## src/rtl/serial_adder_pkg.sv

```systemverilog
// Shared definitions for the bit-serial adder: FSM encodings and default width.
package serial_adder_pkg;

    typedef enum logic [1:0] {
        IDLE  = 2'b00,
        SHIFT = 2'b01,
        DONE  = 2'b10
    } state_t;

    localparam int DEFAULT_WIDTH = 8;

    // Counter must reach WIDTH without wrapping.
    function automatic int cnt_width(input int width);
        return $clog2(width + 1);
    endfunction

endpackage

```

## src/rtl/fulladder.sv

```systemverilog
// One-bit full adder cell; port order (Cout, S, A, B, Cin).
module fulladder (
    output logic Cout,
    output logic S,
    input  logic A,
    input  logic B,
    input  logic Cin
);
    assign S    = A ^ B ^ Cin;
    assign Cout = (A & B) | (Cin & (A ^ B));
endmodule

```

## src/rtl/serial_adder.sv

```systemverilog
// Bit-serial unsigned adder, one bit per clock through a single full adder, LSB first.
// Define SERIAL_ADDER_OVF_EN to add the registered signed-overflow output ovf.
module serial_adder
    import serial_adder_pkg::*;
#(
    parameter int WIDTH = DEFAULT_WIDTH
) (
    input  logic             clk,
    input  logic             rst,
    input  logic             start,
    input  logic [WIDTH-1:0] a,
    input  logic [WIDTH-1:0] b,
    input  logic             cin,
    output logic             busy,
    output logic             done,
    output logic [WIDTH-1:0] sum,
`ifdef SERIAL_ADDER_OVF_EN
    output logic             ovf,
`endif
    output logic             cout
);
    localparam int CW = cnt_width(WIDTH);

    state_t           state;
    logic [WIDTH-1:0] a_reg, b_reg, sum_reg;
    logic             carry_reg;
    logic [CW-1:0]    cnt;
    logic             fa_s, fa_c;

    fulladder u_fa (
        .Cout(fa_c),
        .S   (fa_s),
        .A   (a_reg[0]),
        .B   (b_reg[0]),
        .Cin (carry_reg)
    );

    assign sum = sum_reg;

    always_ff @(posedge clk or posedge rst) begin
        if (rst) begin
            state     <= IDLE;
            a_reg     <= '0;
            b_reg     <= '0;
            sum_reg   <= '0;
            carry_reg <= 1'b0;
            cnt       <= '0;
            busy      <= 1'b0;
            done      <= 1'b0;
            cout      <= 1'b0;
`ifdef SERIAL_ADDER_OVF_EN
            ovf       <= 1'b0;
`endif
        end else begin
            case (state)
                IDLE: begin
                    if (start) begin
                        a_reg     <= a;
                        b_reg     <= b;
                        carry_reg <= cin;
                        cnt       <= '0;
                        sum_reg   <= '0;
                        cout      <= 1'b0;
`ifdef SERIAL_ADDER_OVF_EN
                        ovf       <= 1'b0;
`endif
                        busy      <= 1'b1;
                        state     <= SHIFT;
                    end
                end
                SHIFT: begin
                    sum_reg   <= {fa_s, sum_reg[WIDTH-1:1]};
                    a_reg     <= a_reg >> 1;
                    b_reg     <= b_reg >> 1;
                    carry_reg <= fa_c;
                    cnt       <= cnt + CW'(1);
                    if (cnt == CW'(WIDTH - 1)) begin
                        // carry_reg here is the carry into the MSB
                        cout  <= fa_c;
`ifdef SERIAL_ADDER_OVF_EN
                        ovf   <= carry_reg ^ fa_c;
`endif
                        done  <= 1'b1;
                        state <= DONE;
                    end
                end
                DONE: begin
                    done  <= 1'b0;
                    busy  <= 1'b0;
                    state <= IDLE;
                end
                default: begin
                    done  <= 1'b0;
                    busy  <= 1'b0;
                    state <= IDLE;
                end
            endcase
        end
    end

endmodule

```

## config.mk

```make
export PLATFORM = sky130hd
export DESIGN_NAME = serial_adder
export DESIGN_NICKNAME = d
export VERILOG_FILES = /design/src/rtl/serial_adder_pkg.sv /design/src/rtl/fulladder.sv /design/src/rtl/serial_adder.sv
export SDC_FILE = /design/constraint.sdc
export NUM_CORES = 1
export LEC_CHECK = 0
export CORE_MARGIN = 2
export CORE_UTILIZATION = 47
export CTS_BUF_LIST = sky130_fd_sc_hd__clkbuf_8
export DETAILED_ROUTE_END_ITERATION = 16
export PLACE_DENSITY = 0.74
export SLEW_MARGIN = 20
export SYNTH_ARGS = -nofsm -noshare
export SYNTH_HDL_FRONTEND = slang
export SYNTH_SLANG_ARGS = --single-unit
```

## constraint.sdc

```tcl
create_clock -name clk -period 1.7 [get_ports clk]
set_input_delay 0.17 -clock clk [delete_from_list [all_inputs] [get_ports clk]]
set_output_delay 0.17 -clock clk [all_outputs]
set_load 0.05 [all_outputs]
```

---- Word-level counts from Yosys, hierarchy flattened ----
Cells that the tools add are included.
word-level totals
  register bits ........................... 34
  bits in latches ......................... 0
  RAM bits ................................ 0
  bits in read-only memories .............. 0
  bits of input ports ..................... 20
  output and inout port bits .............. 11
  word-level logic and storage cells ...... 48
  memories ................................ 0
cells by class
  add/sub/neg operators ................... 1
  multiply operators ...................... 0
  divide/modulo/power cells ............... 0
  order comparisons ....................... 0
  equality and inequality tests ........... 4
  shift operators ......................... 0
  multiplexer cells ....................... 20
  bitwise gates (word level) .............. 7
  reduce and logical (&&, ||, !) cells .... 7
operators by type and width
  kind                 number
  $pmux 8 s2           3
  $mux 8               3
  $pmux 1 s2           4
  $pmux 4 s2           1
  $reduce_and 2->1     4
  $mux 1               5
  $add 4x1->4 const B  1
  $eq 4x3->1 const B   1
  $mux 2               2
  $mux 4               1
  $ne 2x2->1 const B   2
  $pmux 2 s2           1
  $reduce_and 3->1     1
  $and 1x1->1          2
  $eq 2x1->1 const B   1
  $logic_not 2->1      1
  $not 1->1            2
  $reduce_bool 2->1    1
  $xor 1x1->1          2
  $or 1x1->1           1

---- Longest topological paths before layout ----
Gate-level depths: netlist of the first run.
  depth after elaboration ................. 5
  mapped depth ............................ 6
  gate-level depth less buffers ........... 5

---- Cells and area by module ----
A second synthesis of the first run with hierarchy kept.
unflattened totals
  cell total of the unflattened synthesis .. 131
  area total of the unflattened synthesis .. 1497.7 sq um
modules (own cells, without submodules)
  module        times used  cells each  area an instance (sq um)  seq. area each (sq um)
  serial_adder  1           130         1477.7                    850.8
  fulladder     1           1           20.0                      0.0

---- Worst setup path before layout of the first run ----
Ideal clock, no wire load.
  kind .................................... register -> register
  start ................................... register state[1]
  end ..................................... register sum_reg[0], in the netlist sum[0]
  library setup time ...................... 0.121 ns
  data arrival time ....................... 1.151 ns
  data required time ...................... 1.579 ns
  slack ................................... 0.427 ns
  stages on the path, launching flop included .. 5
  path buffers ............................ 2
  period minus slack after synthesis ...... 1.273 ns
  path through ............................ dfrtp_1 buf_4 o21bai_2 buf_2 a22o_2
between the ends
  cells in the longest elaborated chain, start to end .. 3
  elaborated cells between the ends (all ways) .. 6
  classes of those cells .................. eq/ne (2); mux (1); reduce/logical (3)
RTL lines
  item                                                              line                text
  from (decl)                                                       serial_adder.sv:24  state_t state;
  from (signal assigned)                                            serial_adder.sv:42  state <= IDLE;
  from (signal assigned)                                            serial_adder.sv:68  state <= SHIFT;
  from (signal assigned)                                            serial_adder.sv:84  state <= DONE;
  $eq 2x1->1 / $logic_not 2->1 (equally long branches)              serial_adder.sv:55  case (state)
  $reduce_bool 2->1 (no line) / $ne 2x2->1 (equally long branches)  -
  $reduce_and 2->1 (no line)                                        -
  to (signal assigned)                                              serial_adder.sv:72  sum_reg <= {fa_s, sum_reg[WIDTH-1:1]};
  to (decl)                                                         serial_adder.sv:25  logic [WIDTH-1:0] a_reg, b_reg, sum_reg;
Several ways; a longest one is shown, not always the timed one.
A chain may end at the register's enable or synchronous reset.

---- Worst setup path in the final report of the first run ----
  start ................................... register sum_reg[4], in the netlist sum[4]
  end ..................................... output sum[4]
RTL lines
  item       line                text
  to (decl)  serial_adder.sv:16  output logic [WIDTH-1:0] sum,
No word-level cell between the ends.

==> results.rst, run 1 <==
.. list-table::
   :header-rows: 1

   * - Metric
     - Value
   * - Layout cell share with drive strength beyond 1
     - 16.1%
   * - Number of synthesized register bits
     - 34
   * - Postcts setup bufs
     - 0
   * - Pins over their slew limit
     - 0
   * - Number of design rule violations left after detail routing
     - 0
   * - Highest clock frequency the design can meet
     - 606 MHz
   * - Area after detailed placement
     - 1860 sq um
   * - Delay-heaviest family, CP
     - buffers and inverters
   * - Worst-path cell chain
     - clkdlybuf4s50_1
   * - TritonRoute pass-1 iters
     - 6
   * - Final clock period utilization by the worst path
     - 97.1%
   * - Critical path peak fanout
     - 3
   * - Worst slew pin tran
     - 0.507 ns
   * - Seq/Total Area, Yosys
     - 54.8%
   * - Layout overhead on the synthesized area
     - 25.2%
   * - Kind of launch point of the worst setup path
     - flip-flop
   * - Initial standard-cell utilization of the core
     - 50.0%
   * - Antenna violations before repair
     - 0
   * - Clock tree root buffer cell
     - sky130_fd_sc_hd__clkbuf_8
   * - Total I/O pin count
     - 31
   * - 1st-iter DRT viols
     - 43
   * - Pin count of the biggest net entering global routing
     - 39
   * - Post-DRT Antenna Nets
     - 0
   * - Worst-path clk slew
     - 0.06 ns
   * - TritonCTS clock tree
     - built
   * - Total power divided by cell area
     - 1840 nW/um^2
   * - Hold Violations, Final
     - 0
   * - Worst Path Class, Setup
     - reg2out
   * - Synthesis warning total
     - 0
   * - Critical path capture point type
     - primary output
   * - Mapped Cells
     - 136
   * - CP bufs+invs
     - 1
   * - Total of endpoints with negative setup slack in the final report
     - 0
   * - Clock skew
     - 0.00432 ns
   * - Post-synthesis average cell area
     - 11.4 sq um
   * - Hold buffers post-CTS
     - 0
   * - Detail-routed net length per standard cell
     - 13.8 um
   * - Routability-driven placement congestion ratio
     - 0.722
   * - Total congestion overflow
     - 0
   * - Layout Nets
     - 191
   * - RSZ-0062 raised after global routing
     - false
   * - Maximum count of clock buffers along a single path
     - 2
   * - GR Util All Layers
     - 18.0%
   * - Tmin final
     - 1.65 ns
   * - Peak supply drop
     - 0.674 mV
   * - Max_slew headroom
     - 66.2%
   * - Outcome
     - complete, no violations
   * - Total CTS buffers
     - 5
   * - Post-Layout Inst Area
     - 1940 sq um
   * - Site row count
     - 20
   * - Die span in x
     - 61.5 um
   * - Data arrival at the endpoint of the critical path
     - 1.48 ns
   * - Setup_tns
     - 0 ns
   * - Data required time of the worst path
     - 1.53 ns
   * - Area enclosed by the die boundary
     - 3780 sq um
   * - CTS H-tree depth
     - 2
   * - Path class of the lowest-slack min-delay path
     - in2async
   * - Height of the chip
     - 61.5 um
   * - Distinct cell type count of the synthesized netlist
     - 30
   * - Total routed wirelength
     - 2.92 mm
   * - Routed via count divided by cell count
     - 5.08
   * - Antenna diode count
     - 0
   * - Detailed Place HPWL
     - 1.97 mm
   * - Routed vias
     - 1076
   * - Post-Syn Nets
     - 158
   * - Global-route wire length before repair
     - 4.76 mm
   * - Clk_lat worst skew
     - 0.28 ns
   * - Area of the core
     - 3100 sq um
   * - Post-synth design cell area
     - 1550 sq um
   * - Layout Cells excl Fill
     - 212
   * - Count of buffers from port buffering
     - 30
   * - Total placed cells including tap cells
     - 206
   * - CTS sink count
     - 34
   * - Count of cells resized by post-cts repair
     - 0
   * - Via count of the first global-routing pass
     - 1059
   * - Leakage
     - 0.905 nW
   * - Count of maximum capacitance violations
     - 0
   * - Worst path max stage delay
     - 0.81 ns
   * - Slowest stage cell, crit path
     - sky130_fd_sc_hd__clkdlybuf4s50_1
   * - Count of fill cells added during filler insertion
     - 281
through the flow:
stage / utilization, % / hold slack, ns / power [mW] / setup slack, ns
detailed placement: 59.9 / 0.472 / 3.02 / 0.309
global route: 62.7 / 0.322 / 3.84 / 0.00101
CTS: 62.6 / 0.291 / 3.62 / 0.0333
finish: 62.7 / 0.278 / 3.57 / 0.0485
floorplan: - / 0.312 / 2.63 / 0.427
global placement: 59.9 / 0.463 / 2.97 / 0.322
kinds of logic after synthesis:
kind of cell,Yosys count,synth area share [%]
simple gates,37,12.0
compound gates,35,15.1
flops,34,54.8
buf+inv,14,6.93
mux,14,9.02
fa+ha+maj,2,2.10
report_power, final:
group	internal [mW]	switching [mW]	total, mW
Sequential	1.15	0.227	1.38
Clock	0.312	0.257	0.568
Combinational	0.683	0.946	1.63
Total	2.14	1.43	3.57
cells in the mapped netlist:
master                     instances  area (sq um)
sky130_fd_sc_hd__a21oi_1           3          15.0
sky130_fd_sc_hd__a221oi_1          1          8.76
sky130_fd_sc_hd__a22o_2            8          80.1
sky130_fd_sc_hd__a31oi_1           1          6.26
sky130_fd_sc_hd__a32o_1            1          10.0
sky130_fd_sc_hd__and2b_2           1          8.76
sky130_fd_sc_hd__and3b_1           1          8.76
sky130_fd_sc_hd__buf_12            2          40.0
sky130_fd_sc_hd__buf_2             3          15.0
sky130_fd_sc_hd__buf_4             1          7.51
sky130_fd_sc_hd__buf_6             2          22.5
sky130_fd_sc_hd__clkbuf_1          1          3.75
sky130_fd_sc_hd__dfrtp_1          34           851
sky130_fd_sc_hd__fa_1              1          20.0
sky130_fd_sc_hd__ha_1              1          12.5
sky130_fd_sc_hd__inv_1             5          18.8
sky130_fd_sc_hd__mux2i_1          14           140
sky130_fd_sc_hd__nand2_1          20          75.1
sky130_fd_sc_hd__nand2b_4          1          13.8
sky130_fd_sc_hd__nand3_1           4          20.0
sky130_fd_sc_hd__nand3b_1          1          7.51
sky130_fd_sc_hd__nor2_1            5          18.8
sky130_fd_sc_hd__nor2b_1           1          6.26
sky130_fd_sc_hd__nor2b_4           1          13.8
sky130_fd_sc_hd__nor3b_1           1          7.51
sky130_fd_sc_hd__o21ai_0          18          90.1
sky130_fd_sc_hd__o21ai_1           1          5.00
sky130_fd_sc_hd__o21bai_2          1          11.3
sky130_fd_sc_hd__o311ai_0          1          8.76
sky130_fd_sc_hd__or3_1             1          6.26
layout make-up:
cell class                 count  area (sq um)  share of cell area [%]
inverter                       5          18.8                   0.965
multi-input combinational     88           594                    30.6
sequential                    34           851                    43.8
clock buffer                   6          82.6                    4.25
tap                           44          55.1                    2.83
timing repair buffer          35           343                    17.6
final timing paths:
kind,startpoint,to,slack (ns),cells past startpoint
min reg2reg,b_reg[1],b_reg[1],0.48,2
max,sum[4],sum[4],0.05,1
max reg2reg,state[1],b_reg[5],0.33,3
max in group asynchronous,rst,a_reg[7],1.11,3
min,rst,sum[6],0.28,3
min in group clk,b_reg[1],b_reg[1],0.48,2
layout by cell type, fill, tap and decap left out, drive strengths merged:
cell            n
nand3b          1
ha              1
nand2b          1
buf             9
a22o            8
mux2i          14
nor3b           1
o21ai          19
and3b           1
dlymetal6s2s    1
o21bai          1
dfrtp          34
nor2b           2
clkbuf          6
nand2          20
nand3           4
a221oi          1
or3             1
a21oi           3
fa              1
a31oi           1
inv             5
a32o            1
o311ai          1
and2b           1
nor2            5
clkdlybuf4s50  25
per-layer routing:
layer	GRT usage [%]	up-vias	wire [um]
li1	-	535	-
met1	22.2	506	1240
met2	28.6	27	1480
met3	5.88	8	131
met4	8.81	0	65
met5	0	-	0
No activity file was read; power rests on OpenSTA's default activity.
==> run 2, diff against run 1 <==
--- a/config.mk
+++ b/config.mk
@@ -14,3 +14,4 @@
 export SYNTH_ARGS = -nofsm -noshare
 export SYNTH_HDL_FRONTEND = slang
 export SYNTH_SLANG_ARGS = --single-unit
+export TNS_END_PERCENT = 20
==> results of run 2 <==
Same layout as run 1: the final DEF is identical, and so are final timing and power.
